## config.mk

```make
export PLATFORM = sky130hd
export DESIGN_NAME = instr_loader
export DESIGN_NICKNAME = d
export VERILOG_FILES = /design/src/rtl/instr_loader.sv
export SDC_FILE = /design/constraint.sdc
export NUM_CORES = 1
export LEC_CHECK = 0
export ABC_CLOCK_PERIOD_IN_PS = 2000
export CORE_UTILIZATION = 45
export CTS_BUF_LIST = sky130_fd_sc_hd__clkbuf_8 sky130_fd_sc_hd__clkbuf_16
export DETAILED_ROUTE_END_ITERATION = 12
export HOLD_SLACK_MARGIN = 0.06
export PLACE_DENSITY = 0.75
export SLEW_MARGIN = 30
export SYNTH_ARGS = -nofsm -noshare
export SYNTH_HDL_FRONTEND = slang
export SYNTH_SLANG_ARGS = --single-unit
export TNS_END_PERCENT = 5
```

## constraint.sdc

```tcl
create_clock -name Clk -period 2 [get_ports Clk]
set_input_delay 0.5 -clock Clk [delete_from_list [all_inputs] [get_ports Clk]]
set_output_delay 0.5 -clock Clk [all_outputs]
set_load 0.05 [all_outputs]
```

## src/rtl/instr_loader.sv

```systemverilog
// instr_loader: streams a program into instruction memory over valid/ready, holding the core in reset until loaded.
//
// Ports:
//   Clk       system clock, rising edge
//   Reset     asynchronous active-high reset
//   start     begins a load (honoured only in IDLE or DONE)
//   len       number of words to load, sampled with start
//   abort     returns to IDLE on the next edge, highest priority
//   in_valid  in_data holds a word
//   in_data   9-bit machine word
//   in_ready  a word is accepted this cycle (LOAD only)
//   wr_en     instruction-memory write strobe, one cycle per word
//   wr_addr   write address
//   wr_data   write data
//   busy      high in LOAD
//   done      high in DONE
//   err       sticky: last start asked for more than 2**D words
//   cpu_hold  holds the core in reset; low only in DONE
//   checksum  XOR of all words accepted in the current load
module instr_loader #(
    parameter int D = 10
) (
    input  logic         Clk,
    input  logic         Reset,
    input  logic         start,
    input  logic [D:0]   len,
    input  logic         abort,
    input  logic         in_valid,
    input  logic [8:0]   in_data,
    output logic         in_ready,
    output logic         wr_en,
    output logic [D-1:0] wr_addr,
    output logic [8:0]   wr_data,
    output logic         busy,
    output logic         done,
    output logic         err,
    output logic         cpu_hold,
    output logic [8:0]   checksum
);
    typedef enum logic [1:0] {IDLE, LOAD, DONE} state_t;
    localparam logic [D:0] DEPTH = {1'b1, {D{1'b0}}};
    localparam logic [D:0] ONE   = {{D{1'b0}}, 1'b1};
    state_t     state;
    logic [D:0] cnt;
    logic [D:0] len_q;
    logic [D:0] cnt_nxt;
    logic       accept;
    assign in_ready = state == LOAD;
    assign busy     = state == LOAD;
    assign done     = state == DONE;
    assign cpu_hold = state != DONE;
    assign accept   = in_valid && in_ready;
    assign cnt_nxt  = cnt + ONE;
    always_ff @(posedge Clk or posedge Reset) begin
        if (Reset) begin
            state    <= IDLE;
            cnt      <= '0;
            len_q    <= '0;
            wr_en    <= 1'b0;
            wr_addr  <= '0;
            wr_data  <= '0;
            err      <= 1'b0;
            checksum <= '0;
        end else begin
            // write strobe is a single-cycle pulse; only an accept re-arms it
            wr_en <= 1'b0;
            if (abort) begin
                state <= IDLE;
            end else if (state == LOAD) begin
                if (accept) begin
                    wr_en    <= 1'b1;
                    wr_addr  <= cnt[D-1:0];
                    wr_data  <= in_data;
                    checksum <= checksum ^ in_data;
                    cnt      <= cnt_nxt;
                    // leave on the edge that registers the last write
                    if (cnt_nxt == len_q)
                        state <= DONE;
                end
            end else if (start) begin
                if (len > DEPTH) begin
                    err   <= 1'b1;
                    state <= IDLE;
                end else begin
                    err      <= 1'b0;
                    checksum <= '0;
                    cnt      <= '0;
                    len_q    <= len;
                    state    <= len == '0 ? DONE : LOAD;
                end
            end
        end
    end
endmodule
```

==> out/results.env, run 1 <==
STATUS='finished, final reports clean'
WL_MET2_UM=2890
HOLDWS_PS=479
DRT-MET1-WL_UM=2690
SETUP_REPAIR_AFTER_GLOBAL_ROUTING_MISSED_ITS_MARGIN='true'
WORSTSKEWPAIRLATENCY_PS=300
DETAILEDPLACEMENTHPWL_UM=4290
FLOORPLAN.DIE_AREA_UM2=6160
CTSROOTBUFFERMASTER='clkbuf_8'
ANTENNA_LEFT=0
VIA_COUNT=2201
POWER_SWITCHING_mW=1.10
POST_DP_AREA_UM2=3500
SYN-CELL-AREA_UM2=2630
POWER.SEQUENTIAL.FRACTION=0.459
TOTAL_INTERNAL_POWER_mW=1.88
SYNTH_CELL_TYPES=47
DESIGN.FINAL.NETS=389
FP.COREAREA_UM2=5570
DIE_W_UM=78.5
NUMBER_OF_MAX_CAPACITANCE_VIOLATIONS_REPORTED=0
SWITCHING_SHARE=0.369
REQUIRED_PS=1500
COUNT_OF_FLIP_FLOPS_WITH_A_BUILT_IN_ENABLE_AFTER_SYNTHESIS=0
TIMING.SETUP.TNS_PS=0
POWER.LEAKAGE_nW=1.78
SYNTH_TOP_AREA_SHARE=0.513
MET3WIRELENGTH_UM=271
REPORT.FINAL.HOLD_VIOL_COUNT=0
POST-SYNTH-TOP-COUNT-CELL='nand2_1'
TIMING_WORST_SLEW_PIN_VALUE_PS=519
POWER.SHARE.COMBINATIONAL=0.354
SYNTH_FF_TYPE='dfrtp_1'
IO_BUFFER_COUNT=58
MAX-VDD-IR-DROP_V=0.000442
HIGHEST-SIGNAL-LAYER='met4'
DRC_ERRORS=0
SYNTH_FP_NETS=306
TIMING.CRITICAL_PATH.FANOUT_MAX=2
CP.BUFFERS_INVERTERS=1
SYNTHDOMINANTAREACELLTYPE='dfrtp_1'
CLOCK_POWER_SHARE=0.187
FINISH.UTILIZATION=0.652
ANTENNA_FOUND_INITIAL=0
GP_ROUTABILITY_CONGESTION=0.833
CP_SLOWEST_STAGE_DELAY_PS=800
FIRST_PASS_GRT_WIRE_LENGTH_UM=10100
DETAIL_ROUTE.ITER0.VIOLATIONS=241
SYNTH.YOSYS.SEQ_AREA_SHARE=0.513
CTSHTREEMAXLEVEL=2
YS_TOP_CELLS_BY_AREA='dfrtp_1, nand2_1, xor2_1'
N_FILL_CELL=472
TIMING.CRITICAL_PATH.MAX_DELAY_FAMILY='buffers and inverters'
MAX_SLEW_MARGIN=0.653
DRT-VIAS-PER-INSTANCE=5.06
FINAL.SETUP_SKEW_PS=7.43
SYNTH_COMMONEST_CELLS='nand2_1, dfrtp_1, nor2_1'
DRT_WL_TOTAL_UM=5930
CTS-HOLD-FIX-BUFFERS=0
INSERTEDDIODECOUNT=0
CTSLONGESTPATHBUFFERS=2
SYN-INSTANCE-COUNT=280
CTS.SINK_COUNT=54
YOSYS_WARNINGS=0
TRITONCTS='yes'
GR-TOTAL-OVERFLOW=0
FMAX_MHz=511
DRT_FIRST_PASS_ITERS=4
FINAL-MAX-SLEW-VIOLATION-COUNT=0
SYN-MEAN-INSTANCE-AREA_UM2=9.40
YS_SEQ_ELEMENTS=54
IOS=59
CELLS_ALONG_THE_CRITICAL_PATH='clkdlybuf4s50_1'
WORST_SETUP_HOLD_PATH_CLK_SLEW_PS=90
TIMING.CRITICAL_PATH.SLOWEST_STAGE_CELL='clkdlybuf4s50_1'
HOLD_PATH.CLASS='flop to flop'
P_PER_AREA_nW_PER_UM2=819
INITIAL_UTILIZATION=0.472
CTS_MADE_BUFFERS=5
SYNTH-ASYNC-RESET-RATIO=1.00
FINALSETUPVIOLATIONS=0
PIN_COUNT_OF_THE_BIGGEST_NET_ENTERING_GLOBAL_ROUTING=33
CRITICAL_PATH.STARTPOINT_TYPE='flop'
GLOBALROUTETOTALUTIL=0.208
WORST_SETUP_PATH_END_KIND='output port'
DRIVE_ABOVE_1_SHARE=0.248
DIE_H_UM=78.5
GRT_PASS1_VIAS=2170
MIN_PERIOD_PS=1960
TIMING.SETUP.CRITICAL_PATH_CLASS='flop to output port'
CRIT_ARRIVAL_PS=1460
AVGROUTEDWIREPERCELL_UM=13.6
AREA_DELTA_SYNTH_FINAL_PCT=38.0
ROWS=27
POSTLAYOUTCELLAREA_UM2=3630
FINAL.PERIOD_UTILIZATION=0.979
-- worst paths after layout --
| path | start | endpoint | slack (ps) | cells past startpoint |
|---|---|---|---|---|
| setup reg to reg | cnt[3] | state[1] | 100 | 6 |
| setup / recovery | wr_data[8] | wr_data[8] | 40 | 1 |
| hold / removal | wr_addr[9] | wr_addr[9] | 480 | 2 |
| min in group asynchronous | Reset | checksum[0] | 530 | 2 |
| max in group asynchronous | Reset | cnt[2] | 1000 | 3 |
| hold reg to reg | wr_addr[9] | wr_addr[9] | 480 | 2 |
-- kinds of logic after synthesis --
family	after synthesis	synth area share
simple gates	123	0.212
buf+inv	24	0.0409
xor+xnor	21	0.0699
mux	11	0.0456
flops	54	0.513
compound gates	46	0.114
fa+ha+maj	1	0.00475
-- worst reg2reg max path, delay by kind of cell, from the launching register on --
kind             cells  cell delay (ps)
AO/OA/AOI/OAI        4              750
AND/OR/NAND/NOR      2              550
flip-flops           1              500
-- power groups by stage --
stage,clock network [mW],registers [mW],logic (mW)
after floorplan,0,1.73,0.299
final,0.557,1.37,1.05
after CTS,0.570,1.36,1.05
after global placement,0,1.38,1.04
after global routing,0.623,1.38,1.12
after detailed placement,0,1.38,1.05
-- routing by layer --
metal  up-vias  track usage
li1       1089            -
met1      1040        0.290
met2        66        0.332
met3         6       0.0349
met4         0       0.0667
met5         -            0
-- metrics by stage --
stage                     worst slack, ps  instances  power (mW)
after floorplan                      73.4        280        2.03
after global placement               -283        427        2.41
after detailed placement             -335        427        2.43
after CTS                            5.40        435        2.99
after global routing                -18.9        435        3.12
final                                41.7        435        2.97
-- cells in the final DEF (no fill, tap or decap), types with 4 or more instances in the layout --
| cell | n |
|---|---|
| buf_4 | 51 |
| dfrtp_2 | 4 |
| xor2_1 | 16 |
| dfrtp_1 | 50 |
| inv_1 | 9 |
| clkbuf_8 | 5 |
| o21ai_0 | 12 |
| dlymetal6s2s_1 | 4 |
| mux2_2 | 5 |
| nand2_1 | 71 |
| o21ai_1 | 12 |
| nor2_1 | 26 |
| xnor2_1 | 5 |
| a21oi_1 | 4 |
| clkdlybuf4s50_1 | 29 |
| buf_12 | 7 |
| nor3_1 | 4 |
-- sequential cells by signal (all words and copies together), names as in the netlist --
signal,flops
state,2
wr_addr,10
wr_en,1
checksum,9
err,1
cnt,11
wr_data,9
len_q,11
-- area by class of cell --
type                    instances  area, um^2  share of cell area
repair buffers                 91         863               0.238
well taps                      72        90.1              0.0248
flip-flops and latches         54        1360               0.373
clock buffers                   5        68.8              0.0189
inverters                       9        33.8             0.00930
multi-input cells             202        1210               0.334
clock inverters                 2        7.51             0.00207
-- what timing repair did --
action                     CTS  global route
buffers inserted             1             0
gates resized for setup      0            16
setup endpoints to repair   14            24
pin swaps                    2             4
(Power assumes the default switching activity.)
==> run 2, diff against run 1 <==
CORE_UTILIZATION = 29   (was 45)
PLACE_DENSITY = unset   (was 0.75)
RECOVER_POWER = 100   (was unset)
==> out/results.env, run 2 (synthesis results as in run 1) <==
LARGESTREGISTERS='cnt (11), len_q (11), wr_addr (10)'
MAX_SLEW_MARGIN=0.484
FIRST_PASS_GRT_WIRE_LENGTH_UM=10700
ROWS=34
AREA_DELTA_SYNTH_FINAL_PCT=34.4
GP_ROUTABILITY_CONGESTION=0.823
FINAL-MAX-SLEW-VIOLATION-COUNT=0
NUMBER_OF_MAX_CAPACITANCE_VIOLATIONS_REPORTED=0
R2R_SLACK_PS=50
ANTENNA_LEFT=0
POST_DP_AREA_UM2=3520
POST-LAYOUT-TOTAL-POWER_mW=2.94
CTSROOTBUFFERMASTER='clkbuf_8'
POWER.LEAKAGE_nW=1.64
INITIAL_UTILIZATION=0.300
INSTANCES_NO_FILL=473
MIN_PERIOD_PS=1990
DRT-VIAS-PER-INSTANCE=4.61
HOLD_PATH.CLASS='flop to flop'
P_PER_AREA_nW_PER_UM2=831
FINAL-SEQ-AREA_UM2=1360
NUMPLACEDINSTANCES=463
FMAX_MHz=501
REG_TO_REG_CRITICAL_PATH_ENDPOINT='state[0]'
REQUIRED_PS=2190
MIN_FROM='wr_addr[6]'
CTS.SINK_COUNT=54
STATUS='finished, final reports clean'
IO_BUFFER_COUNT=58
CELLS_ALONG_THE_CRITICAL_PATH='clkdlybuf4s50_1, nor4_1, nand3_2, a21oi_4, buf_6, mux2_1'
DRIVE_ABOVE_1_SHARE=0.192
DETAILEDPLACEMENTHPWL_UM=4620
POSTLAYOUTCELLAREA_UM2=3540
FP.COREAREA_UM2=8760
WORST_R2R_START='cnt[1]'
GLOBALROUTETOTALUTIL=0.140
DIE_H_UM=97.3
REPORT.FINAL.HOLD_VIOL_COUNT=0
IOS=59
FINALSETUPVIOLATIONS=0
DRT_FIRST_PASS_ITERS=5
GRT_PASS1_VIAS=2189
TRITONCTS='yes'
FINAL_CELL_MIX='nand2_1, dfrtp_1, clkbuf_1'
FINAL.SETUP_SKEW_PS=5.67
TIMING.SETUP.CRITICAL_PATH_CLASS='input port to flop'
FINAL.PERIOD_UTILIZATION=0.997
PIN_COUNT_OF_THE_BIGGEST_NET_ENTERING_GLOBAL_ROUTING=33
CRITICAL_PATH.STARTPOINT_TYPE='input port'
CRIT_ARRIVAL_PS=2190
WORSTREGTOREGCELLS=9
N_FILL_CELL=902
ANTENNA_FOUND_INITIAL=0
CP_SLOWEST_STAGE_DELAY_PS=450
WORST_SETUP_HOLD_PATH_CLK_SLEW_PS=90
HOLD-PATH-CELL-COUNT=2
FLOORPLAN.DIE_AREA_UM2=9460
VIA_COUNT=2180
WORST_SETUP_PATH_END_KIND='flop'
DIE_W_UM=97.3
GR-TOTAL-OVERFLOW=0
DESIGN.FINAL.NETS=390
TIMING_WORST_SLEW_PIN_VALUE_PS=773
MULTIINPUTGATEAREA_UM2=1240
INSERTEDDIODECOUNT=0
CP.BUFFERS_INVERTERS=2
TIMING.CRITICAL_PATH.SLOWEST_STAGE_CELL='clkdlybuf4s50_1'
CTS_MADE_BUFFERS=5
WORSTSKEWPAIRLATENCY_PS=310
SETUP_REPAIR_AFTER_GLOBAL_ROUTING_MISSED_ITS_MARGIN='true'
MOSTFREQUENTLAYOUTCELL='nand2_1'
DETAIL_ROUTE.ITER0.VIOLATIONS=91
CTSLONGESTPATHBUFFERS=2
TIMING.CRITICAL_PATH.MAX_DELAY_FAMILY='buffers and inverters'
MIN_TO='wr_addr[6]'
TIMING.CRITICAL_PATH.FANOUT_MAX=8
DRC_ERRORS=0
DRT_WL_TOTAL_UM=6260
MAX-VDD-IR-DROP_V=0.000320
AVGROUTEDWIREPERCELL_UM=13.2
CTSHTREEMAXLEVEL=2
run 2: how the worst max path moves through the flow:
stage | start | endpoint | slack, ps | cells past startpoint
2_1_floorplan | cnt[0] | state[0] | 70 | 7
3_3_place_gp | len[9] | len_q[9] | -330 | 6
3_5_place_dp | len[5] | len_q[9] | -320 | 6
4_1_cts | cnt[0] | state[1] | 2 | 8
5_1_grt | cnt[1] | state[1] | -160 | 7
6_report | len[9] | len_q[8] | 6 | 6
run 2: final cells by class:
cell class              count  area share
repair buffers             92       0.192
clock inverters             2     0.00248
clock buffers               6      0.0233
multi-input cells         202       0.352
well taps                 108      0.0382
inverters                   9     0.00955
flip-flops and latches     54       0.383
run 2: report_power, final:
part           internal (mW)  switching (mW)
clock network          0.275           0.354
registers               1.25           0.122
logic                  0.289           0.653
run 2: repair_timing:
action	in CTS	in global routing
pin swaps	2	9
gates resized for setup	4	24
hold endpoints to repair	0	0
setup endpoints to repair	5	35
setup buffers	0	2
hold buffers	0	0
run 2: metal layers:
metal | GRT usage | routed length (um) | vias up
met4 | 0.0385 | 59 | 0
li1 | - | - | 1090
met1 | 0.196 | 3020 | 1041
met5 | 0 | 0 | -
met2 | 0.220 | 2930 | 42
met3 | 0.0295 | 258 | 7
run 2: tightest hold or removal path: stages (launching register included):
cell and delay (ps):
dfrtp_1 350, nand2_1 50, nand2_1 50
run 2: through the flow:
step                      hold WS, ps  worst slack (ps)  TNS [ps]  utilization
after floorplan                   474              73.4         0            -
after global placement            461              -331     -7970        0.401
after detailed placement          466              -322     -8060        0.401
after CTS                         490              1.94         0        0.412
after global routing              498              -162     -2540        0.404
final                             478              5.97         0        0.404
==> run 3, diff against run 2 <==
RECOVER_POWER = 50   (was 100)
==> out/results.env, run 3 (synthesis results as in run 1) <==
STATUS='finished, final reports clean'
FP.COREAREA_UM2=8760
FINALSETUPVIOLATIONS=0
PLACEMENT.SETUP.WORST_SLACK_PS=-322
GP_ROUTABILITY_CONGESTION=0.823
REPORT.FINAL.HOLD_VIOL_COUNT=0
TIMING.SETUP.CRITICAL_PATH_CLASS='flop to flop'
INSTANCES_NO_FILL=473
DRC_ERRORS=0
IOS=59
CTS.SINK_COUNT=54
FINAL.PERIOD_UTILIZATION=0.973
CRIT_ARRIVAL_PS=2150
SETUP_REPAIR_AFTER_GLOBAL_ROUTING_MISSED_ITS_MARGIN='true'
GLOBALROUTETOTALUTIL=0.140
CTSROOTBUFFERMASTER='clkbuf_8'
ANTENNA_LEFT=0
NUMPLACEDINSTANCES=463
DIE_H_UM=97.3
TIMING.CRITICAL_PATH.SLOWEST_STAGE_CELL='dfrtp_1'
DRIVE_ABOVE_1_SHARE=0.214
WORST_SETUP_PATH_END_KIND='flop'
DRT-VIAS-PER-INSTANCE=4.61
DIE_W_UM=97.3
CRITICAL_PATH.STARTPOINT_TYPE='flop'
FMAX_MHz=514
FINAL.SETUP_SKEW_PS=5.73
FIRST_PASS_GRT_WIRE_LENGTH_UM=10700
CTS_MADE_BUFFERS=5
REQUIRED_PS=2200
CELLS_ALONG_THE_CRITICAL_PATH='ha_4, buf_6, nand2b_2, a21oi_2, a31oi_2, nor4_2, o2111ai_2, buf_4, a21bo_1'
CP_SLOWEST_STAGE_DELAY_PS=420
FINAL-MAX-SLEW-VIOLATION-COUNT=0
ANTENNA_FOUND_INITIAL=0
WORST_SETUP_HOLD_PATH_CLK_SLEW_PS=90
POSTLAYOUTCELLAREA_UM2=3630
HOLD_PATH.CLASS='flop to flop'
MIN_PERIOD_PS=1950
FINALWORSTSETUPSLACK_PS=53.2
CRIT_PATH_START='cnt[1]'
P_PER_AREA_nW_PER_UM2=826
PIN_COUNT_OF_THE_BIGGEST_NET_ENTERING_GLOBAL_ROUTING=33
WORST_R2R_START='cnt[1]'
ROWS=34
TIMING.SETUP.TNS_PS=0
FINAL_CELL_MIX='nand2_1, dfrtp_1, buf_4'
AREA_DELTA_SYNTH_FINAL_PCT=38.1
LARGESTREGISTERS='cnt (11), len_q (11), wr_addr (10)'
POWER.LEAKAGE_nW=1.75
GR-TOTAL-OVERFLOW=0
DRT_WL_TOTAL_UM=6260
CTSLONGESTPATHBUFFERS=2
MAX_SLEW_MARGIN=0.484
WORSTSKEWPAIRLATENCY_PS=310
DETAILEDPLACEMENTHPWL_UM=4620
R2R_SLACK_PS=50
POST_DP_AREA_UM2=3520
CTSHTREEMAXLEVEL=2
TIMING.CRITICAL_PATH.FANOUT_MAX=4
HOLDWS_PS=478
INITIAL_UTILIZATION=0.300
TIMING_WORST_SLEW_PIN_VALUE_PS=773
CRITICAL_PATH_SINK='state[0]'
FLOORPLAN.DIE_AREA_UM2=9460
IO_BUFFER_COUNT=58
WORSTREGTOREGCELLS=9
FINISH.UTILIZATION=0.415
GRT_PASS1_VIAS=2189
DRT_FIRST_PASS_ITERS=4
DESIGN.FINAL.NETS=390
NUMBER_OF_MAX_CAPACITANCE_VIOLATIONS_REPORTED=0
CTS-HOLD-FIX-BUFFERS=0
REG_TO_REG_CRITICAL_PATH_ENDPOINT='state[0]'
TRITONCTS='yes'
VIA_COUNT=2179
MAX-VDD-IR-DROP_V=0.000335
MOSTFREQUENTLAYOUTCELL='nand2_1'
POST-LAYOUT-TOTAL-POWER_mW=3.00
AVGROUTEDWIREPERCELL_UM=13.2
DETAIL_ROUTE.ITER0.VIOLATIONS=89
INSERTEDDIODECOUNT=0
==> run 3: per-layer routing <==
layer  GRT usage  wire length (um)  part of all wire
met1       0.196              3000              0.48
met2       0.220              2920              0.47
met3      0.0295               281             0.045
met4      0.0385                59            0.0094
met5           0                 0                 0
==> run 3: power by group <==
group	internal (mW)	switching, mW	total (mW)
clock network	0.275	0.353	0.629
registers	1.25	0.122	1.37
logic	0.349	0.654	1.00
==> run 3: cell type report <==
type / instances / area, um^2
Fill cell: 881 / 5130
Sequential cell: 54 / 1360
Multi-Input combinational cell: 202 / 1250
Timing Repair Buffer: 92 / 768
Tap cell: 108 / 135
Clock buffer: 6 / 82.6
Inverter: 9 / 33.8
Clock inverter: 2 / 8.76
==> run 3: worst min path at each step <==
| stage | startpoint | to | slack [ps] | cells past startpoint |
|---|---|---|---|---|
| after floorplan | cnt[10] | cnt[10] | 470 | 1 |
| after global placement | wr_data[6] | wr_data[6] | 460 | 2 |
| after detailed placement | wr_addr[6] | wr_addr[6] | 470 | 2 |
| after CTS | wr_addr[6] | wr_addr[6] | 490 | 2 |
| after global routing | wr_addr[6] | wr_addr[6] | 500 | 2 |
| final | wr_addr[6] | wr_addr[6] | 480 | 2 |
==> run 3: timing repair <==
action,4_1_cts,5_1_grt
resized for setup,4,24
pin swaps,2,9
setup endpoints to repair,5,35
setup buffers,0,2
==> run 3: worst max-delay path: cells and delay by family (launching register included) <==
| kind | cells | cell delay, ps |
|---|---|---|
| AO/OA/AOI/OAI | 4 | 520 |
| adder cells (fa/ha/maj) | 1 | 190 |
| buffers and inverters | 2 | 290 |
| flip-flops | 1 | 420 |
| AND/OR/NAND/NOR | 2 | 410 |
